$ cat src/rtl/alu16_fault_inj_if.sv
// Bus interface for alu16_fault_inj: pattern/fault controls in, golden and
// faulted results out. The b-side fault controls exist only when FAULT_B_EN
// is defined.
interface alu16_fault_inj_if #(
    parameter int unsigned WIDTH = 16,
    parameter int unsigned CNT_W = 16
);
    logic             in_valid;
    logic [WIDTH-1:0] a;
    logic [WIDTH-1:0] b;
    logic [1:0]       alu_sel;
    logic [WIDTH-1:0] fault_mask_a;
    logic [WIDTH-1:0] fault_value_a;
`ifdef FAULT_B_EN
    logic [WIDTH-1:0] fault_mask_b;
    logic [WIDTH-1:0] fault_value_b;
`endif
    logic [WIDTH-1:0] result_golden;
    logic             cout_golden;
    logic [WIDTH-1:0] result;
    logic             cout;
    logic             out_valid;
    logic             mismatch;
    logic [CNT_W-1:0] detect_count;

    // Pattern source side (testbench / ATPG driver)
    modport master (
        output in_valid, a, b, alu_sel, fault_mask_a, fault_value_a,
`ifdef FAULT_B_EN
        output fault_mask_b, fault_value_b,
`endif
        input  result_golden, cout_golden, result, cout, out_valid, mismatch, detect_count
    );

    // ALU core side
    modport slave (
        input  in_valid, a, b, alu_sel, fault_mask_a, fault_value_a,
`ifdef FAULT_B_EN
        input  fault_mask_b, fault_value_b,
`endif
        output result_golden, cout_golden, result, cout, out_valid, mismatch, detect_count
    );
endinterface

$ cat src/rtl/alu16_fault_inj.sv
// 16-bit ALU with stuck-at fault injection on operand a. A golden and a
// faulted path are evaluated in parallel, registered together, and any
// difference is flagged and counted (saturating).
// Optional: define FAULT_B_EN to also allow forcing bits of operand b.
module alu16_fault_inj #(
    parameter int unsigned WIDTH = 16,
    parameter int unsigned CNT_W = 16
) (
    input logic              clk,
    input logic              rst,
    alu16_fault_inj_if.slave bus
);
    // Shared ALU evaluation: returns {cout, result}
    function automatic logic [WIDTH:0] alu_eval(input logic [WIDTH-1:0] op_a,
                                                input logic [WIDTH-1:0] op_b,
                                                input logic [1:0]       sel);
        logic [WIDTH:0] r;
        unique case (sel)
            2'b00:   r = {1'b0, op_a & op_b};
            2'b01:   r = {1'b0, op_a | op_b};
            2'b10:   r = {1'b0, op_a} + {1'b0, op_b};
            default: r = {1'b0, op_a} + {1'b0, ~op_b} + {{WIDTH{1'b0}}, 1'b1};
        endcase
        return r;
    endfunction

    logic [WIDTH-1:0] a_f;
    logic [WIDTH-1:0] b_f;
    logic [WIDTH:0]   golden_d;
    logic [WIDTH:0]   faulted_d;
    logic             mismatch_d;

    logic [WIDTH-1:0] result_golden_q;
    logic             cout_golden_q;
    logic [WIDTH-1:0] result_q;
    logic             cout_q;
    logic             out_valid_q;
    logic             mismatch_q;
    logic [CNT_W-1:0] detect_count_q;

    // Apply fault forcing and evaluate both paths
    always_comb begin
        a_f = (bus.a & ~bus.fault_mask_a) | (bus.fault_value_a & bus.fault_mask_a);
`ifdef FAULT_B_EN
        b_f = (bus.b & ~bus.fault_mask_b) | (bus.fault_value_b & bus.fault_mask_b);
`else
        b_f = bus.b;
`endif
        golden_d   = alu_eval(bus.a, bus.b, bus.alu_sel);
        faulted_d  = alu_eval(a_f, b_f, bus.alu_sel);
        // Only valid patterns may report a detection
        mismatch_d = bus.in_valid && (golden_d != faulted_d);
    end

    // Register both paths every cycle regardless of in_valid
    always_ff @(posedge clk) begin
        if (rst) begin
            result_golden_q <= '0;
            cout_golden_q   <= 1'b0;
            result_q        <= '0;
            cout_q          <= 1'b0;
            out_valid_q     <= 1'b0;
            mismatch_q      <= 1'b0;
        end else begin
            {cout_golden_q, result_golden_q} <= golden_d;
            {cout_q, result_q}               <= faulted_d;
            out_valid_q                      <= bus.in_valid;
            mismatch_q                       <= mismatch_d;
        end
    end

    // Saturating count of registered detections (lags mismatch by one cycle)
    always_ff @(posedge clk) begin
        if (rst) begin
            detect_count_q <= '0;
        end else if (mismatch_q && (detect_count_q != {CNT_W{1'b1}})) begin
            detect_count_q <= detect_count_q + {{(CNT_W-1){1'b0}}, 1'b1};
        end
    end

    assign bus.result_golden = result_golden_q;
    assign bus.cout_golden   = cout_golden_q;
    assign bus.result        = result_q;
    assign bus.cout          = cout_q;
    assign bus.out_valid     = out_valid_q;
    assign bus.mismatch      = mismatch_q;
    assign bus.detect_count  = detect_count_q;
endmodule

$ cat src/flat_wrapper.sv
// flat-port wrapper written by rule: the top's interface ports become plain ports
module alu16_fault_inj_flat 
#(
    parameter int unsigned WIDTH = 16,
    parameter int unsigned CNT_W = 16
)
  (clk, rst, bus_in_valid, bus_a, bus_b, bus_alu_sel, bus_fault_mask_a, bus_fault_value_a, bus_result_golden, bus_cout_golden, bus_result, bus_cout, bus_out_valid, bus_mismatch, bus_detect_count);
  alu16_fault_inj_if #(.WIDTH(WIDTH), .CNT_W(CNT_W)) bus_i ();
  input logic clk;
  input logic rst;
  input wire logic [$bits(bus_i.in_valid)-1:0] bus_in_valid;
  input wire logic [$bits(bus_i.a)-1:0] bus_a;
  input wire logic [$bits(bus_i.b)-1:0] bus_b;
  input wire logic [$bits(bus_i.alu_sel)-1:0] bus_alu_sel;
  input wire logic [$bits(bus_i.fault_mask_a)-1:0] bus_fault_mask_a;
  input wire logic [$bits(bus_i.fault_value_a)-1:0] bus_fault_value_a;
  output wire logic [$bits(bus_i.result_golden)-1:0] bus_result_golden;
  output wire logic [$bits(bus_i.cout_golden)-1:0] bus_cout_golden;
  output wire logic [$bits(bus_i.result)-1:0] bus_result;
  output wire logic [$bits(bus_i.cout)-1:0] bus_cout;
  output wire logic [$bits(bus_i.out_valid)-1:0] bus_out_valid;
  output wire logic [$bits(bus_i.mismatch)-1:0] bus_mismatch;
  output wire logic [$bits(bus_i.detect_count)-1:0] bus_detect_count;
  assign bus_i.in_valid = bus_in_valid;
  assign bus_i.a = bus_a;
  assign bus_i.b = bus_b;
  assign bus_i.alu_sel = bus_alu_sel;
  assign bus_i.fault_mask_a = bus_fault_mask_a;
  assign bus_i.fault_value_a = bus_fault_value_a;
  assign bus_result_golden = bus_i.result_golden;
  assign bus_cout_golden = bus_i.cout_golden;
  assign bus_result = bus_i.result;
  assign bus_cout = bus_i.cout;
  assign bus_out_valid = bus_i.out_valid;
  assign bus_mismatch = bus_i.mismatch;
  assign bus_detect_count = bus_i.detect_count;
  alu16_fault_inj #(.WIDTH(WIDTH), .CNT_W(CNT_W)) u_core (.clk(clk), .rst(rst), .bus(bus_i));
endmodule
$ cat config.mk
export PLATFORM = sky130hd
export DESIGN_NAME = alu16_fault_inj_flat
export DESIGN_NICKNAME = d
export VERILOG_FILES = /design/src/rtl/alu16_fault_inj_if.sv /design/src/rtl/alu16_fault_inj.sv /design/src/flat_wrapper.sv
export SDC_FILE = /design/constraint.sdc
export NUM_CORES = 1
export LEC_CHECK = 0
export BUFFER_PORTS_ARGS = -buffer_cell sky130_fd_sc_hd__buf_2
export CORE_ASPECT_RATIO = 1.25
export CORE_MARGIN = 8
export CORE_UTILIZATION = 52
export DETAILED_ROUTE_END_ITERATION = 8
export PLACE_DENSITY = 0.78
export SETUP_SLACK_MARGIN = 0.02
export SKIP_CTS_REPAIR_TIMING = 1
export SLEW_MARGIN = 0
export SYNTH_ARGS = -nofsm -noshare
export SYNTH_HDL_FRONTEND = slang
export SYNTH_SLANG_ARGS = --single-unit
$ cat constraint.sdc
create_clock -name clk -period 3.15 [get_ports clk]
set_input_delay 0.4725 -clock clk [delete_from_list [all_inputs] [get_ports clk]]
set_output_delay 0.4725 -clock clk [all_outputs]
set_load 0.1 [all_outputs]
==> summary.txt <==
==============================================================================
Clock slew at reported path FFs                                        0.07 ns
Predominant post-synthesis flop cell                              sky130_fd_sc_hd__dfxtp_1
Post-Synthesis Cells                                                       890
Yosys Warn Count                                                             0
Maximum root-to-sink buffer count                                            2
Power Total                                                          0.00359 W
Transition time at the pin with the least slew margin                 0.913 ns
First-pass iteration count of the detailed router                            7
Final Max Slew Viols                                                         0
Post-Syn Area                                                      0.00663 mm²
Final critical-path required period                                    3.33 ns
Global-route usage over all layers                                       26.3%
Clock Root Buffer                                                 sky130_fd_sc_hd__clkbuf_16
Antenna violations before repair                                             0
Area enclosed by the die boundary                                   0.0166 mm²
Final setup violation count                                                  1
Max Fanout on Critical Path                                                  3
Cells along the critical path                                     buf_2 > nand2_1 > o21a_1 > ha_4 > buf_4 > inv_1 > nand3_2 > a211oi_4 > o21ai_2 > a211o_1 > o21ai_0 > a31oi_4 > xor2_1 > nor3_2 > a311oi_1
Post-route setup slack                                               -0.185 ns
Headroom to the max-slew limit                                           39.2%
Cell with the largest stage delay on the worst path               sky130_fd_sc_hd__o21ai_0
Layout Cell Area excl Fill                                         0.00980 mm²
Last weighted congestion value of the routability-driven placer          0.983
Data arrival time of the critical path                                 3.47 ns
Switch Pwr                                                           0.00156 W
Timing-limited maximum frequency                                       300 MHz
Rows                                                                        46
Die width                                                               117 µm
Clk Latency, worst-skew pair                                           0.29 ns
Fraction of power consumed by the clock network                          18.9%
Crit start category                                                 input port
Non-filler cells, final                                                   1364
Initial standard-cell utilization of the core                            52.9%
DRT iter0 DRCs                                                             642
Post-synthesis net count                                                  1062
Number of buffers inserted by port buffering                               120
Mean cell area of the mapped netlist                                  7.45 µm²
ANT cells                                                                    0
Violated checks                                                   negative setup slack
Fraction of registers with async set or reset after synthesis               0%
Number of buffers created by CTS                                             5
Total count of hold-check failures in the final report                       0
EDFF count, synth                                                            0
Total power density per cell area                                   366 mW/mm²
Post-Place Worst Slack                                               -0.539 ns
Register bit total from synthesis                                           52
Critical Path Max Stage Delay                                          0.47 ns
Via count of the first global-routing pass                                7473
Half-perimeter wire length of the detailed placement result           18500 µm
Class of the tightest hold or removal check                             in2reg
Largest net degree at the start of global routing                           53
Crit path kind                                                          in2reg
Worst setup skew after layout                                       0.00604 ns
Placed standard-cell area                                          0.00892 mm²
TritonCTS Sinks                                                             52
Internal Power                                                       0.00203 W
DRC violation count after routing                                            0
Peak supply drop                                                      0.484 mV
Comb pwr share                                                           61.0%
Via count                                                                 8124
Leakage power summed over all cells                                    4.65 nW
Total number of H-tree levels                                                2
Die extent in y                                                         142 µm
Distinct cell type count of the synthesized netlist                         80
Wirelength per Cell                                                    18.8 µm
Fraction of layout instances using a drive strength above 1              39.5%
Layout net count                                                          1368
Crit share post-route                                                     106%
Routed WL                                                             25700 µm
Post-synthesis sequential area ratio                                     15.7%
Global-route congestion overflow total                                       0
Area overhead of the layout relative to synthesis                        47.7%
Number of vias per cell                                                   5.96
Maxcap violations                                                            0
Placed cells                                                              1347
Core area                                                           0.0125 mm²
Unrepaired setup endpoints after global routing                            yes
Flop pwr share                                                           20.1%
Category of the worst setup path capture point                        register
Result of the run                                                 finished with violations
Remaining antenna violation count                                            0
Fraction of power spent switching nets                                   43.4%
CP Data Required Time                                                  3.28 ns
First-pass GRT wire length                                            35500 µm
Clock tree from TritonCTS                                                built
IO Pins                                                                    121
==============================================================================
cell type report:
type / count / area, µm²
clock buffer: 5 / 125
clock inverter: 2 / 60.1
fill: 873 / 2750
inverter: 82 / 315
multi-input combinational: 708 / 5650
sequential: 52 / 1040
tap: 168 / 210
timing repair buffer: 347 / 2390
kinds of logic (layout without fill, tap and decap cells):
kind of cell | count (synthesis) | after routing | synth area share, %
flip-flops | 52 | 52 | 15.7
adder cells (fa/ha/maj) | 103 | 103 | 19.9
AO/OA/AOI/OAI | 276 | 276 | 29.6
XOR/XNOR | 44 | 44 | 5.81
multiplexers | 7 | 7 | 1.25
AND/OR/NAND/NOR | 278 | 278 | 20.1
buffers and inverters | 130 | 436 | 7.75
power groups by stage:
stage / logic [W] / clock network, W / registers (W)
after global placement: 0.00187 / 0 / 0.000736
final: 0.00219 / 0.000677 / 0.000722
after detailed placement: 0.00189 / 0 / 0.000736
after CTS: 0.00191 / 0.000680 / 0.000722
after global routing: 0.00231 / 0.000703 / 0.000727
after floorplan: 0.000837 / 0 / 0.00110
metrics by stage:
stage                     hold slack, ns  TNS [ns]  utilization [%]
after global placement             0.475    -0.851             71.1
after floorplan                    0.607  -0.00344                -
after global routing               0.494    -0.251             78.1
final                              0.463    -0.185             78.1
after CTS                          0.457    -0.214             72.5
after detailed placement           0.488     -1.17             71.1
layout by cell type (no fill, tap or decap), drive strengths merged, types with 4 or more instances in the layout:
cell type / count
o41ai: 5
o21bai: 6
xor2: 24
a211oi: 27
xnor2: 20
dfxtp: 52
ha: 99
nand3: 14
o221ai: 8
or3: 12
nand4: 8
o21a: 21
and3: 4
a31oi: 10
nor4: 6
nor2: 95
a211o: 5
inv: 81
nor2b: 19
mux2i: 6
nor3b: 7
o22ai: 4
fa: 4
buf: 347
a21oi: 66
nand2b: 11
a21o: 8
a311oi: 8
a22oi: 7
o31ai: 9
nand2: 67
nor3: 21
clkbuf: 5
o21ai: 39
o211ai: 14
critical path: cells and delay by family:
kind                       cells  cell delay (ns)
AOI/OAI and AO/OA              7             1.71
buffers and inverters          3             0.38
xor gates and xnor gates       1             0.20
adders and majority gates      1             0.25
and+or+nand+nor                3             0.44
sequential cells by signal, summed over array words and instances (netlist names):
| signal | count |
|---|---|
| u_core.bus.detect_count | 16 |
| u_core.bus.result | 16 |
| u_core.bus.result_golden | 16 |
| u_core.bus.cout | 1 |
| u_core.bus.cout_golden | 1 |
| u_core.bus.mismatch | 1 |
| u_core.bus.out_valid | 1 |
metal layers:
layer	global-route usage [%]	vias up	wire (µm)
met4	9.59	0	1090
met3	1.83	98	2130
li1	-	3783	-
met2	47.2	440	12700
met5	0	-	0
met1	31.8	3803	9740
synthesized netlist by cell type, types with 4 or more instances:
| master | number | share of area (%) |
|---|---|---|
| sky130_fd_sc_hd__o211ai_1 | 14 | 1.6 |
| sky130_fd_sc_hd__a211o_1 | 5 | 0.66 |
| sky130_fd_sc_hd__or3_1 | 11 | 1.0 |
| sky130_fd_sc_hd__inv_1 | 81 | 4.6 |
| sky130_fd_sc_hd__fa_1 | 4 | 1.2 |
| sky130_fd_sc_hd__nor2b_1 | 19 | 1.8 |
| sky130_fd_sc_hd__nor3_1 | 21 | 1.6 |
| sky130_fd_sc_hd__nand2_1 | 67 | 3.8 |
| sky130_fd_sc_hd__dfxtp_1 | 52 | 16 |
| sky130_fd_sc_hd__nand4_1 | 8 | 0.75 |
| sky130_fd_sc_hd__a21o_1 | 8 | 0.91 |
| sky130_fd_sc_hd__a211oi_1 | 24 | 2.7 |
| sky130_fd_sc_hd__a21oi_1 | 66 | 5.0 |
| sky130_fd_sc_hd__nand2b_1 | 11 | 1.0 |
| sky130_fd_sc_hd__and3_1 | 4 | 0.38 |
| sky130_fd_sc_hd__nor3b_1 | 7 | 0.79 |
| sky130_fd_sc_hd__nor4_1 | 5 | 0.47 |
| sky130_fd_sc_hd__o21bai_1 | 5 | 0.57 |
| sky130_fd_sc_hd__nand3_1 | 14 | 1.1 |
| sky130_fd_sc_hd__ha_1 | 99 | 19 |
| sky130_fd_sc_hd__a31oi_1 | 8 | 0.75 |
| sky130_fd_sc_hd__o21a_1 | 21 | 2.4 |
| sky130_fd_sc_hd__clkbuf_1 | 28 | 1.6 |
| sky130_fd_sc_hd__o21ai_0 | 35 | 2.6 |
| sky130_fd_sc_hd__xnor2_1 | 20 | 2.6 |
| sky130_fd_sc_hd__xor2_1 | 24 | 3.2 |
| sky130_fd_sc_hd__o31ai_1 | 8 | 0.91 |
| sky130_fd_sc_hd__a311oi_1 | 8 | 1.1 |
| sky130_fd_sc_hd__o221ai_1 | 8 | 1.1 |
| sky130_fd_sc_hd__buf_2 | 15 | 1.1 |
| sky130_fd_sc_hd__nor2_1 | 94 | 5.3 |
| sky130_fd_sc_hd__a22oi_1 | 7 | 0.79 |
| sky130_fd_sc_hd__o41ai_1 | 5 | 0.66 |
| sky130_fd_sc_hd__mux2i_1 | 6 | 0.91 |
| sky130_fd_sc_hd__buf_1 | 4 | 0.23 |
path summary, 6_finish.rpt:
| check | slack, ns | endpoint | depth (start not counted) | startpoint |
|---|---|---|---|---|
| worst min-delay path | 0.46 | u_core.bus.out_valid | 3 | bus_in_valid |
| worst max register to register | 0.89 | u_core.bus.detect_count[7] | 8 | u_core.bus.detect_count[8] |
| worst min register to register | 0.51 | u_core.bus.detect_count[10] | 2 | u_core.bus.detect_count[10] |
| worst max-delay path | -0.18 | u_core.bus.mismatch | 15 | bus_fault_mask_a[2] |
(Power assumes the default switching activity.)
